<file path="src/rtl/ring_readout_ctrl.sv">
// Ring readout controller: serialises ring words onto one valid/ready stream.
// Define RING_READOUT_HDR_EN to emit a {ring,replica} header before each replica.
module ring_readout_ctrl #(
    parameter int RING_NUM    = 2,
    parameter int REPLICA_NUM = 32,
    parameter int WORD_NUM    = 8,
    parameter int DATA_W      = 64,
    parameter int FIFO_DEPTH  = 4
) (
    input  logic                       clk,
    input  logic                       reset,
    input  logic                       start,
    input  logic                       abort,
    input  logic [RING_NUM-1:0]        ring_valid,
    input  logic [RING_NUM*DATA_W-1:0] ring_data,
    output logic [RING_NUM-1:0]        ring_shift,
    output logic                       out_valid,
    output logic [DATA_W-1:0]          out_data,
    output logic                       out_last,
    input  logic                       out_ready,
    output logic                       busy,
    output logic                       done
);

    localparam int WW = (WORD_NUM > 1) ? $clog2(WORD_NUM) : 1;
    localparam int PW = (REPLICA_NUM > 1) ? $clog2(REPLICA_NUM) : 1;
    localparam int RW = (RING_NUM > 1) ? $clog2(RING_NUM) : 1;
    localparam int AW = $clog2(FIFO_DEPTH);
    localparam int CW = AW + 1;

    localparam logic [WW-1:0] WLAST = WW'(WORD_NUM - 1);
    localparam logic [PW-1:0] PLAST = PW'(REPLICA_NUM - 1);
    localparam logic [RW-1:0] RLAST = RW'(RING_NUM - 1);

    typedef enum logic [2:0] {
        IDLE,
        XFER,
        DRAIN,
        DONE
`ifdef RING_READOUT_HDR_EN
        , HDR
`endif
    } state_t;

    state_t state, state_nx;

    logic [WW-1:0] word_cnt;
    logic [PW-1:0] rep_cnt;
    logic [RW-1:0] ring_cnt;

    logic [DATA_W-1:0] mem      [FIFO_DEPTH];
    logic              last_mem [FIFO_DEPTH];
    logic [AW-1:0]     wr_ptr, rd_ptr;
    logic [CW-1:0]     count;
    logic [DATA_W-1:0] head_data;
    logic              head_last;

    logic              fifo_full, fifo_empty, pop;
    logic              sel_valid;
    logic [DATA_W-1:0] sel_data;
    logic              last_word;
    logic              take, push, push_last, advance, flush;
    logic [DATA_W-1:0] push_data;

    assign fifo_full  = (count == CW'(FIFO_DEPTH));
    assign fifo_empty = (count == '0);
    assign out_valid  = !fifo_empty;
    assign out_data   = head_data;
    assign out_last   = out_valid && head_last;
    assign pop        = out_valid && out_ready;
    assign busy       = (state != IDLE);
    assign done       = (state == DONE);

    assign last_word = (ring_cnt == RLAST) && (rep_cnt == PLAST)
                    && (word_cnt == WLAST);

    always_comb begin
        sel_valid = 1'b0;
        sel_data  = '0;
        for (int r = 0; r < RING_NUM; r++) begin
            if (ring_cnt == RW'(r)) begin
                sel_valid = ring_valid[r];
                sel_data  = ring_data[r*DATA_W +: DATA_W];
            end
        end
    end

    always_ff @(posedge clk or posedge reset) begin
        if (reset) state <= IDLE;
        else       state <= state_nx;
    end

    always_comb begin
        state_nx  = state;
        take      = 1'b0;
        push      = 1'b0;
        push_data = sel_data;
        push_last = 1'b0;
        advance   = 1'b0;
        flush     = 1'b0;
        unique case (state)
            IDLE: begin
                if (start && !abort) begin
`ifdef RING_READOUT_HDR_EN
                    state_nx = HDR;
`else
                    state_nx = XFER;
`endif
                end
            end
`ifdef RING_READOUT_HDR_EN
            HDR: begin
                if (!fifo_full) begin
                    push      = 1'b1;
                    push_data = DATA_W'({ring_cnt, rep_cnt});
                    state_nx  = XFER;
                end
            end
`endif
            XFER: begin
                take      = sel_valid && !fifo_full;
                push      = take;
                advance   = take;
                push_last = take && last_word;
                if (take && last_word) begin
                    state_nx = DRAIN;
                end
`ifdef RING_READOUT_HDR_EN
                else if (take && word_cnt == WLAST) begin
                    state_nx = HDR;
                end
`endif
            end
            DRAIN: begin
                if (fifo_empty || (pop && count == CW'(1))) state_nx = DONE;
            end
            DONE:    state_nx = IDLE;
            default: state_nx = IDLE;
        endcase
        // abort wins over everything; nothing leaves the rings that cycle
        if (abort && state != IDLE) begin
            state_nx = IDLE;
            take     = 1'b0;
            push     = 1'b0;
            advance  = 1'b0;
            flush    = 1'b1;
        end
    end

    always_comb begin
        ring_shift = '0;
        for (int r = 0; r < RING_NUM; r++) begin
            ring_shift[r] = take && (ring_cnt == RW'(r));
        end
    end

    always_ff @(posedge clk or posedge reset) begin
        if (reset) begin
            word_cnt <= '0;
            rep_cnt  <= '0;
            ring_cnt <= '0;
        end else if (flush) begin
            word_cnt <= '0;
            rep_cnt  <= '0;
            ring_cnt <= '0;
        end else if (advance) begin
            if (word_cnt == WLAST) begin
                word_cnt <= '0;
                if (rep_cnt == PLAST) begin
                    rep_cnt  <= '0;
                    ring_cnt <= (ring_cnt == RLAST) ? '0 : ring_cnt + RW'(1);
                end else begin
                    rep_cnt <= rep_cnt + PW'(1);
                end
            end else begin
                word_cnt <= word_cnt + WW'(1);
            end
        end
    end

    always_ff @(posedge clk) begin
        if (push) begin
            mem[wr_ptr]      <= push_data;
            last_mem[wr_ptr] <= push_last;
        end
    end

    // head is a registered copy of the oldest entry so it holds when empty
    always_ff @(posedge clk or posedge reset) begin
        if (reset) begin
            wr_ptr    <= '0;
            rd_ptr    <= '0;
            count     <= '0;
            head_data <= '0;
            head_last <= 1'b0;
        end else if (flush) begin
            wr_ptr <= '0;
            rd_ptr <= '0;
            count  <= '0;
        end else begin
            if (push) wr_ptr <= wr_ptr + AW'(1);
            if (pop)  rd_ptr <= rd_ptr + AW'(1);
            count <= count + CW'(push) - CW'(pop);
            if (push && (fifo_empty || (pop && count == CW'(1)))) begin
                head_data <= push_data;
                head_last <= push_last;
            end else if (pop && count > CW'(1)) begin
                head_data <= mem[rd_ptr + AW'(1)];
                head_last <= last_mem[rd_ptr + AW'(1)];
            end
        end
    end

endmodule

</file>
<file path="config.mk">
export PLATFORM = sky130hd
export DESIGN_NAME = ring_readout_ctrl
export DESIGN_NICKNAME = d
export VERILOG_FILES = /design/src/rtl/ring_readout_ctrl.sv
export SDC_FILE = /design/constraint.sdc
export NUM_CORES = 1
export LEC_CHECK = 0
export BUFFER_PORTS_ARGS = -buffer_cell sky130_fd_sc_hd__buf_4
export CORE_UTILIZATION = 49
export DETAILED_ROUTE_END_ITERATION = 12
export MAX_ROUTING_LAYER = met4
export PLACE_DENSITY = 0.67
export SLEW_MARGIN = 40
export SYNTH_ARGS = -nofsm -noshare
export SYNTH_HDL_FRONTEND = slang
export SYNTH_SLANG_ARGS = --single-unit
</file>
<file path="constraint.sdc">
create_clock -name clk -period 3.67 [get_ports clk]
set_clock_uncertainty 0.1 [all_clocks]
set_input_delay 0 -clock clk [delete_from_list [all_inputs] [get_ports clk]]
set_output_delay 0 -clock clk [all_outputs]
set_load 0.01 [all_outputs]
</file>
==> results of run 1 <==
==> per-layer routing <==
layer / up-vias / GRT usage [%] / share of wire [%]
met1: 4470 / 30.8 / 43
met2: 261 / 35.9 / 50
met3: 38 / 3.28 / 5.2
met5: - / - / 0
li1: 3841 / - / -
met4: 0 / 4.58 / 1.3
==> power by group <==
| part | internal, mW | switching [mW] | total (mW) |
|---|---|---|---|
| registers | 4.87 | 0.468 | 5.34 |
| clock network | 2.10 | 1.44 | 3.54 |
| logic | 2.11 | 1.93 | 4.05 |
| total | 9.09 | 3.84 | 12.9 |
==> kinds of logic (layout without fill, tap and decap cells) <==
family	Yosys count	count (layout)
AO/OA/AOI/OAI	147	147
XOR/XNOR	5	5
adder cells (fa/ha/maj)	16	16
buffers and inverters	67	440
flip-flops	343	343
multiplexers	137	137
AND/OR/NAND/NOR	52	52
==> sequential cells by signal, summed over array words and instances (netlist names) <==
register   cells
count          3
head_last      1
last_mem       4
mem          256
out_data      64
rd_ptr         2
rep_cnt        5
ring_cnt       1
state          2
word_cnt       3
wr_ptr         2
==> area by class of cell <==
cell class	instances	area [um2]	area share, %
Clock buffer	52	991	5.27
Clock inverter	13	158	0.838
Inverter	14	57.6	0.306
Multi-Input combinational cell	357	4100	21.8
Sequential cell	343	9890	52.6
Tap cell	384	480	2.55
Timing Repair Buffer	361	3130	16.6
==> synth_stat cells (3+ instances only) <==
master / count
buf_2: 31
and2_1: 6
nand2_1: 8
buf_4: 4
inv_1: 14
o32a_1: 64
a21oi_1: 4
mux4_2: 65
mux2i_1: 6
nand2b_1: 3
o21a_1: 65
nor2_1: 17
nand3_1: 3
dfrtp_1: 83
clkbuf_1: 15
xnor2_1: 3
edfxtp_1: 260
ha_1: 15
mux2_2: 65
==> worst paths after layout <==
kind	slack (ns)	to	from
worst min register to register	0.39	out_data[42]	out_data[42]
max in group asynchronous	2.61	out_data[21]	reset
worst max-delay path	0.94	mem[0][30]	state[0]
worst max register to register	0.94	mem[0][30]	state[0]
min in group clk	0.08	word_cnt[0]	ring_valid[0]
worst min-delay path	-0.007	head_last	reset
==> stage by stage <==
stage | instance area (um2) | setup slack (ns) | std cells
floorplan | 14300 | 0.316 | 767
global placement | 16300 | 1.03 | 1323
detailed placement | 16300 | 0.932 | 1323
CTS | 18800 | 0.902 | 1524
global route | 18800 | 0.778 | 1524
finish | 18800 | 0.942 | 1524
==> worst max-delay path: cells and delay by family (launching register included) <==
kind / cells / cell delay, ns
simple gates: 3 / 1.30
flops: 1 / 0.41
fa+ha+maj: 1 / 0.20
buf+inv: 2 / 0.39
==> results.yml, run 1 <==
status:
  status: "finished with violations"
  violations: "negative hold slack"
grt:
  gr-usage-all-layers_pct: 22.4
  grt_pass1_wl_um: 50300
  grt_pass1_vias: 8904
  antenna_found_initial: 0
  overflow: 0
  grt_max_degree: 71
layout:
  syn2layout_area_growth_pct: 32.0
  num-fill-cells: 1932
  antenna_cells: 0
  final_cell_mix: "edfxtp_1 (260), buf_4 (218), dlygate4sd3_1 (136)"
  fin_nets: 1264
  final_util_pct: 65.7
  drive_gt1_share_pct: 36.7
  mostFrequentLayoutCell: "edfxtp_1"
sta:
  period_minus_slack_ns: 2.73
  fin_setup_tns_ns: 0
  post-route-period-util_pct: 74.3
  finalSetupViolCount: 0
  rsz0062_at_grt: "false"
  holdWs_ns: -0.00658
  fmax_ghz: 0.367
  worst_pin_slew_ns: 0.770
  hold_violations: 5
  maxSlewHeadroom_pct: 48.7
  maxSlewViolCount: 0
clock_tree:
  cts_max_level: 2
  cts.clk_slew.worst_paths_ns: 0.06
  clk_path_buf_depth: 3
  cts.sinks: 343
  cts_resized: 0
  cts-hold-fix-buffers: 136
  clkLatencyLatePin_ns: 0.52
  cts_tree: "built"
  numCtsBuffers: 36
  clock_tree.root_cell: "clkbuf_16"
  postCtsSetupBuffers: 0
logic_synthesis:
  yosys_warnings: 0
  ys_seq_area_share_pct: 69.4
  synth_area_leaders: "edfxtp_1 (55%), dfrtp_1 (15%), mux4_2 (10%), mux2_2 (5.1%), o32a_1 (4.5%)"
  synthAdderAreaFrac_pct: 1.46
  netlist_instances: 767
  ys_seq_elements: 343
  syn_avg_cell_area_um2: 18.6
  yosysTopAreaCell: "edfxtp_1"
  netlist_area_um2: 14300
  synth_compound_area_share_pct: 8.78
  synth_ff_type: "edfxtp_1"
  synthMuxAreaShare_pct: 15.9
  async_reset_ff_share_pct: 24.2
  synth_edf_count: 260
  synthSimpleGateAreaFrac_pct: 1.97
  synth_cell_types: 45
  synth_top_family_by_area: "multiplexers"
  syn_nets: 918
  netlist.area_leader.share_pct: 54.8
  synth-xor-area-share_pct: 0.307
routing:
  wl_per_cell_um: 20.9
  drc: 0
  routed_wl_um: 31900
  drt_iter0_drc: 617
  num_vias: 8610
  post_drt_via_cell_ratio: 5.65
  firstDrtPassIters: 5
  ant_nets: 0
power:
  ir_drop_mv: 0.412
  total_power_mw: 12.9
  powerDensity_nw_per_um2: 687
  p_leak_nw: 6.74
worst_setup_path:
  critical_path_class: "reg2reg"
  cp.required_ns: 3.78
  path_cells: "inv_1, ha_1, nand2b_1, and4_1, and2_4, buf_4"
  r2r_cells: 6
  start_kind: "register"
  slowest_stage: "and2_4"
  max_stage_delay_ns: 0.58
  crit_path_max_fanout: 34
  cp-end-kind: "register"
  crit_arrival_ns: 2.83
placed_design:
  gp_congestion: 0.758
  dp_hpwl_um: 18500
  io_buffers: 204
floorplan:
  rows: 62
  core_um2: 28600
  die_w_um: 173
  initial_core_util_pct: 49.8
  die_y_um: 173
  io_pins: 205
  die-area_um2: 29800
run:
  drv_cap: 0
min_path:
  holdCritPathClass: "in2async"
Power figures use the tool's default switching activity.
==> run 2: changes to the inputs <==
- ABC_AREA: unset -> 1
- clock period: 3.67 -> 2.8 ns (I/O delays scaled with it)
==> run 2 against run 1 <==
Effect of this change: the flow still finishes with violations (negative hold slack); clock power up 31%; combinational power up 83%; non-clock buffer count up 1; via count up 32%; critical path depth up 3; setup slack worse by 0.56 ns; utilization down 0.81 points; critical endpoint is now out_data[19]; synthesized cell count up 85%; power up 50%.
==> results.yml, run 2 <==
sta:
  rsz0062_at_grt: "false"
  fmax_ghz: 0.413
  fin_setup_tns_ns: 0
  post-route-period-util_pct: 86.5
  worst_pin_slew_ns: 0.683
  maxSlewViolCount: 0
  finalSetupViolCount: 0
  holdWs_ns: -0.000736
  period_minus_slack_ns: 2.42
  worst_slack_ns: 0.379
  maxSlewHeadroom_pct: 54.5
  hold_violations: 2
logic_synthesis:
  synth_edf_count: 260
  ys_seq_area_share_pct: 65.4
  synthMuxAreaShare_pct: 0
  yosysMostFrequentCell: "nand2_1"
  yosys_warnings: 0
  synth_compound_area_share_pct: 7.02
  synth_ff_type: "edfxtp_1"
  syn_nets: 1569
  synth_cell_types: 31
  synth_common_cells: "nand2_1 (299), edfxtp_1 (260), o21ai_0 (180)"
  synth-xor-area-share_pct: 0.116
  synth_top_family_by_area: "simple AND/OR/NAND/NOR gates"
  synthAdderAreaFrac_pct: 1.37
  synth_area_leaders: "edfxtp_1 (52%), dfrtp_1 (14%), nand2_1 (7.4%), o21ai_0 (6.0%), nand4_1 (2.8%)"
  syn_avg_cell_area_um2: 10.7
  netlist_instances: 1418
  netlist_area_um2: 15100
  yosysTopAreaCell: "edfxtp_1"
  async_reset_ff_share_pct: 24.2
  synthSimpleGateAreaFrac_pct: 20.7
  netlist.area_leader.share_pct: 51.6
  ys_seq_elements: 343
layout:
  drive_gt1_share_pct: 24.0
  num-fill-cells: 2310
  top_register: "mem"
  final_util_pct: 64.9
  seqCellArea_um2: 9890
  mostFrequentLayoutCell: "nand2_1"
  fin_nets: 1885
  antenna_cells: 0
  syn2layout_area_growth_pct: 28.9
  largest_reg_flops: 256
  final_cells: 2150
  stdcell_area_um2: 19500
  multiInputGateArea_um2: 4470
  final_cell_mix: "nand2_1 (298), edfxtp_1 (260), buf_4 (228)"
routing:
  drc: 0
  post_drt_via_cell_ratio: 5.28
  routed_wl_um: 36900
  wl_per_cell_um: 17.2
  firstDrtPassIters: 5
  ant_nets: 0
  num_vias: 11360
  drt_iter0_drc: 802
worst_setup_path:
  crit_arrival_ns: 2.76
  crit_path_max_fanout: 64
  r2r-start: "state[1]"
  cp.required_ns: 3.14
  r2r_cells: 9
  start_kind: "register"
  r2r_slack_ns: 0.38
  critical_path_class: "reg2reg"
  cp-end-kind: "register"
  crit-reg2reg-capture: "out_data[19]"
min_path:
  holdCritPathClass: "in2reg"
  holdCritStartpoint: "ring_data[124]"
  whs_path_depth: 4
  min_to: "mem[0][60]"
grt:
  grt_max_degree: 94
  grt_pass1_wl_um: 58700
  antenna_found_initial: 0
  overflow: 0
  use_met3_pct: 3.08
  met2_usage_pct: 42.6
  grt_pass1_vias: 11336
  gr-max-usage-layer: "met2"
  use_met1_pct: 30.8
  gr-usage-all-layers_pct: 24.8
clock_tree:
  cts.sinks: 343
  cts_tree: "built"
  cts_max_level: 2
  clkLatencyLatePin_ns: 0.51
  numCtsBuffers: 36
  cts_resized: 0
  cts.clk_slew.worst_paths_ns: 0.06
  clock_tree.root_cell: "clkbuf_16"
  clk_path_buf_depth: 3
floorplan:
  core_um2: 30000
  die-area_um2: 31600
  initial_core_util_pct: 50.4
  die_w_um: 178
  rows: 63
  io_pins: 205
  die_y_um: 178
power:
  p_leak_nw: 8.00
  powerDensity_nw_per_um2: 998
  ir_drop_mv: 0.455
  total_power_mw: 19.4
placed_design:
  dp.cells: 1958
  place_area_um2: 17100
  dp_hpwl_um: 20900
  io_buffers: 204
  gp_congestion: 0.765
  dpl_worst_slack_ns: 0.359
status:
  status: "finished with violations"
  violations: "negative hold slack"
run:
  drv_cap: 0
[run 2: cell count changes after synthesis, moves of 67 or more]
cell / change
inv_1: +82
nand4_1: +67
nand2_1: +291
o21ai_0: +178
nor2_1: +70
nand3_1: +71
[run 2: kinds of logic after synthesis]
kind of cell    count (synthesis)
simple gates                  663
fa+ha+maj                      16
xor+xnor                        2
flops                         343
compound gates                211
buf+inv                       183
[run 2: what timing repair did]
action / CTS / global route
hold buffers: 128 / 0
hold endpoints to repair: 370 / 0
buffers inserted: 0 / 0
[run 2: how the worst max path moves through the flow]
stage,from,end,slack [ns]
6_report,state[1],out_data[19],0.38
5_1_grt,state[1],out_data[18],0.16
4_1_cts,state[1],out_data[19],0.34
3_5_place_dp,state[1],out_data[19],0.36
3_3_place_gp,state[1],out_data[28],0.48
2_1_floorplan,state[0],last_mem[0],-0.63
[run 2: area by class of cell]
class	count	area share [%]
well taps	390	2.50
flip-flops and latches	343	50.8
clock buffers	50	5.31
multi-input cells	892	22.9
clock inverters	14	0.623
inverters	99	1.92
repair buffers	362	16.0
[run 2: where the power goes]
| part | leakage, nW | internal (mW) | switching (mW) |
|---|---|---|---|
| Clock | 0.560 | 2.76 | 1.87 |
| Combinational | 4.15 | 2.84 | 4.59 |
| Sequential | 3.29 | 6.83 | 0.549 |
[run 2: critical path, stage by stage, from the launching register on]
cell and delay, ns:
dfrtp_1 0.42, inv_1 0.09, ha_1 0.19, inv_1 0.11, nor2_8 0.12, buf_4 0.41
nand3_4 0.17, nand2_8 0.49, nor2_1 0.11, nor2_1 0.12
[run 2: metal layers]
layer	wire, um	part of all wire, %
met3	2210	6.0
met2	18500	50
met4	898	2.4
met1	15300	41
met5	0	0
==> run 3: changes to the inputs <==
- BUFFER_PORTS_ARGS: -buffer_cell sky130_fd_sc_hd__buf_4 -> -buffer_cell sky130_fd_sc_hd__buf_2
- PLACE_DENSITY: 0.67 -> 0.74
- clock period: 2.8 -> 2.5 ns (I/O delays scaled with it)
==> run 3 against run 2 <==
Effect of this change: the flow now finishes without violations; highest routed layer unchanged; clock power is 14% higher; global-route usage is 0.18 points lower; largest cell class unchanged; combinational power is 9.4% higher; via count is 1.5% higher; sequential power is 12% higher; clock-buffer cell count is 4 higher; wire length is 0.21% higher; sequential cell count stayed put; cell count is 0.74% higher; sequential share of layout area is 0.89 points higher.
==> results.yml, run 3 (synthesis gave the netlist of run 2 again) <==
worst_setup_path:
  crit_arrival_ns: 2.46
  critical_path_class: "reg2reg"
  crit_path_max_fanout: 66
  start_kind: "register"
  cp.required_ns: 2.67
  r2r-start: "ring_cnt"
  startpoint: "ring_cnt"
  cp-end-kind: "register"
layout:
  drive_gt1_share_pct: 24.0
  final_cell_mix: "nand2_1 (298), edfxtp_1 (260), buf_2 (204)"
  fin_nets: 1898
  top_register: "mem"
  seqCellArea_um2: 9890
  antenna_cells: 0
  mostFrequentLayoutCell: "nand2_1"
  largest_reg_flops: 256
  num-fill-cells: 2277
  stdcell_area_um2: 19200
  multiInputGateArea_um2: 4480
  syn2layout_area_growth_pct: 26.7
routing:
  post_drt_via_cell_ratio: 5.33
  drc: 0
  routed_wl_um: 37000
  wl_per_cell_um: 17.1
  firstDrtPassIters: 7
  ant_nets: 0
  num_vias: 11536
  drt_iter0_drc: 1058
sta:
  hold_violations: 0
  fmax_ghz: 0.436
  maxSlewHeadroom_pct: 62.0
  maxSlewViolCount: 0
  period_minus_slack_ns: 2.29
  fin_setup_tns_ns: 0
  worst_pin_slew_ns: 0.564
  post-route-period-util_pct: 91.7
  worst_slack_ns: 0.208
  finalSetupViolCount: 0
  rsz0062_at_grt: "false"
clock_tree:
  clkLatencyLatePin_ns: 0.53
  cts.clk_slew.worst_paths_ns: 0.06
  cts.sinks: 343
  cts_max_level: 2
  clock_tree.root_cell: "clkbuf_16"
  clk_path_buf_depth: 3
  postCtsSetupBuffers: 0
  numCtsBuffers: 37
  cts_tree: "built"
placed_design:
  dp_hpwl_um: 21700
  gp_congestion: 0.763
  io_buffers: 204
  dpl_worst_slack_ns: 0.197
  place_area_um2: 16600
floorplan:
  die_w_um: 178
  io_pins: 205
  die_y_um: 178
  core_um2: 30000
  rows: 63
  initial_core_util_pct: 50.4
  die-area_um2: 31600
status:
  status: "completed"
grt:
  grt_max_degree: 67
  grt_pass1_vias: 11526
  antenna_found_initial: 0
  gr-usage-all-layers_pct: 24.6
  overflow: 0
  grt_pass1_wl_um: 58700
min_path:
  holdCritStartpoint: "ring_data[97]"
  holdCritPathClass: "in2reg"
run:
  drv_cap: 0
power:
  ir_drop_mv: 0.722
  powerDensity_nw_per_um2: 1130
  total_power_mw: 21.7
  p_leak_nw: 7.89
==> run 3: changes by cell type in the layout (fill, tap and decap cells not counted), moves of 2 or more <==
cell	before	now
clkinvlp_4	3	0
clkbuf_1	7	12
clkinv_2	4	1
clkinv_8	0	2
clkinv_1	5	7
dlygate4sd3_1	128	134
buf_2	0	204
buf_4	228	27
buf_12	6	8
==> run 3: metal layers <==
metal	track usage [%]	share of wire [%]	vias to the layer above
met2	42.4	50	459
li1	-	-	5486
met4	7.55	2.0	0
met5	-	0	-
met3	2.81	5.8	52
met1	30.6	42	5539
==> run 3: final timing paths <==
check,endpoint,slack (ns),depth (start not counted)
hold reg to reg,out_data[35],0.39,2
min in group asynchronous,out_data[62],0.56,4
setup reg to reg,mem[2][32],0.21,6
setup / recovery,mem[2][32],0.21,6
hold / removal,out_data[33],0.0008,6
max in group asynchronous,out_data[20],0.96,5
==> run 3: layout make-up <==
cell class                 count  share of cell area [%]
clock buffer                  54                    5.43
clock inverter                14                   0.738
inverter                      99                    1.95
multi-input combinational    892                    23.4
sequential                   343                    51.6
tap                          390                    2.55
timing repair buffer         374                    14.3
==> run 3: stage by stage <==
step | hold slack (ns) | std cells | util [%]
3_3_place_gp | -0.0244 | 1964 | 55.4
4_1_cts | 0.00484 | 2166 | 63.8
6_report | 0.000761 | 2166 | 63.8
2_1_floorplan | 0.141 | 1418 | -
3_5_place_dp | -0.0226 | 1964 | 55.4
5_1_grt | 0.0454 | 2166 | 63.8
==> run 3: report_power, final <==
part           leakage [nW]  internal (mW)  total (mW)  switching (mW)
Sequential             3.29           7.65        8.26           0.612
Combinational          4.03           2.94        8.13            5.18
Clock                 0.572           3.11        5.29            2.18
Total                  7.89           13.7        21.7            7.98
==> run 3: critical path, cell delays in order (launching register included) <==
cell and delay, ns:
dfrtp_2 0.38, inv_2 0.04, buf_6 0.22, or2_2 0.33, o21ai_0 0.21, dlygate4sd3_1 0.66
inv_1 0.09
==> run 3: timing repair <==
item / 4_1_cts / 5_1_grt
hold buffers: 134 / 0
hold endpoints to repair: 415 / 0
endpoints found under the setup margin: 0 / 5
gates resized for setup: 0 / 1
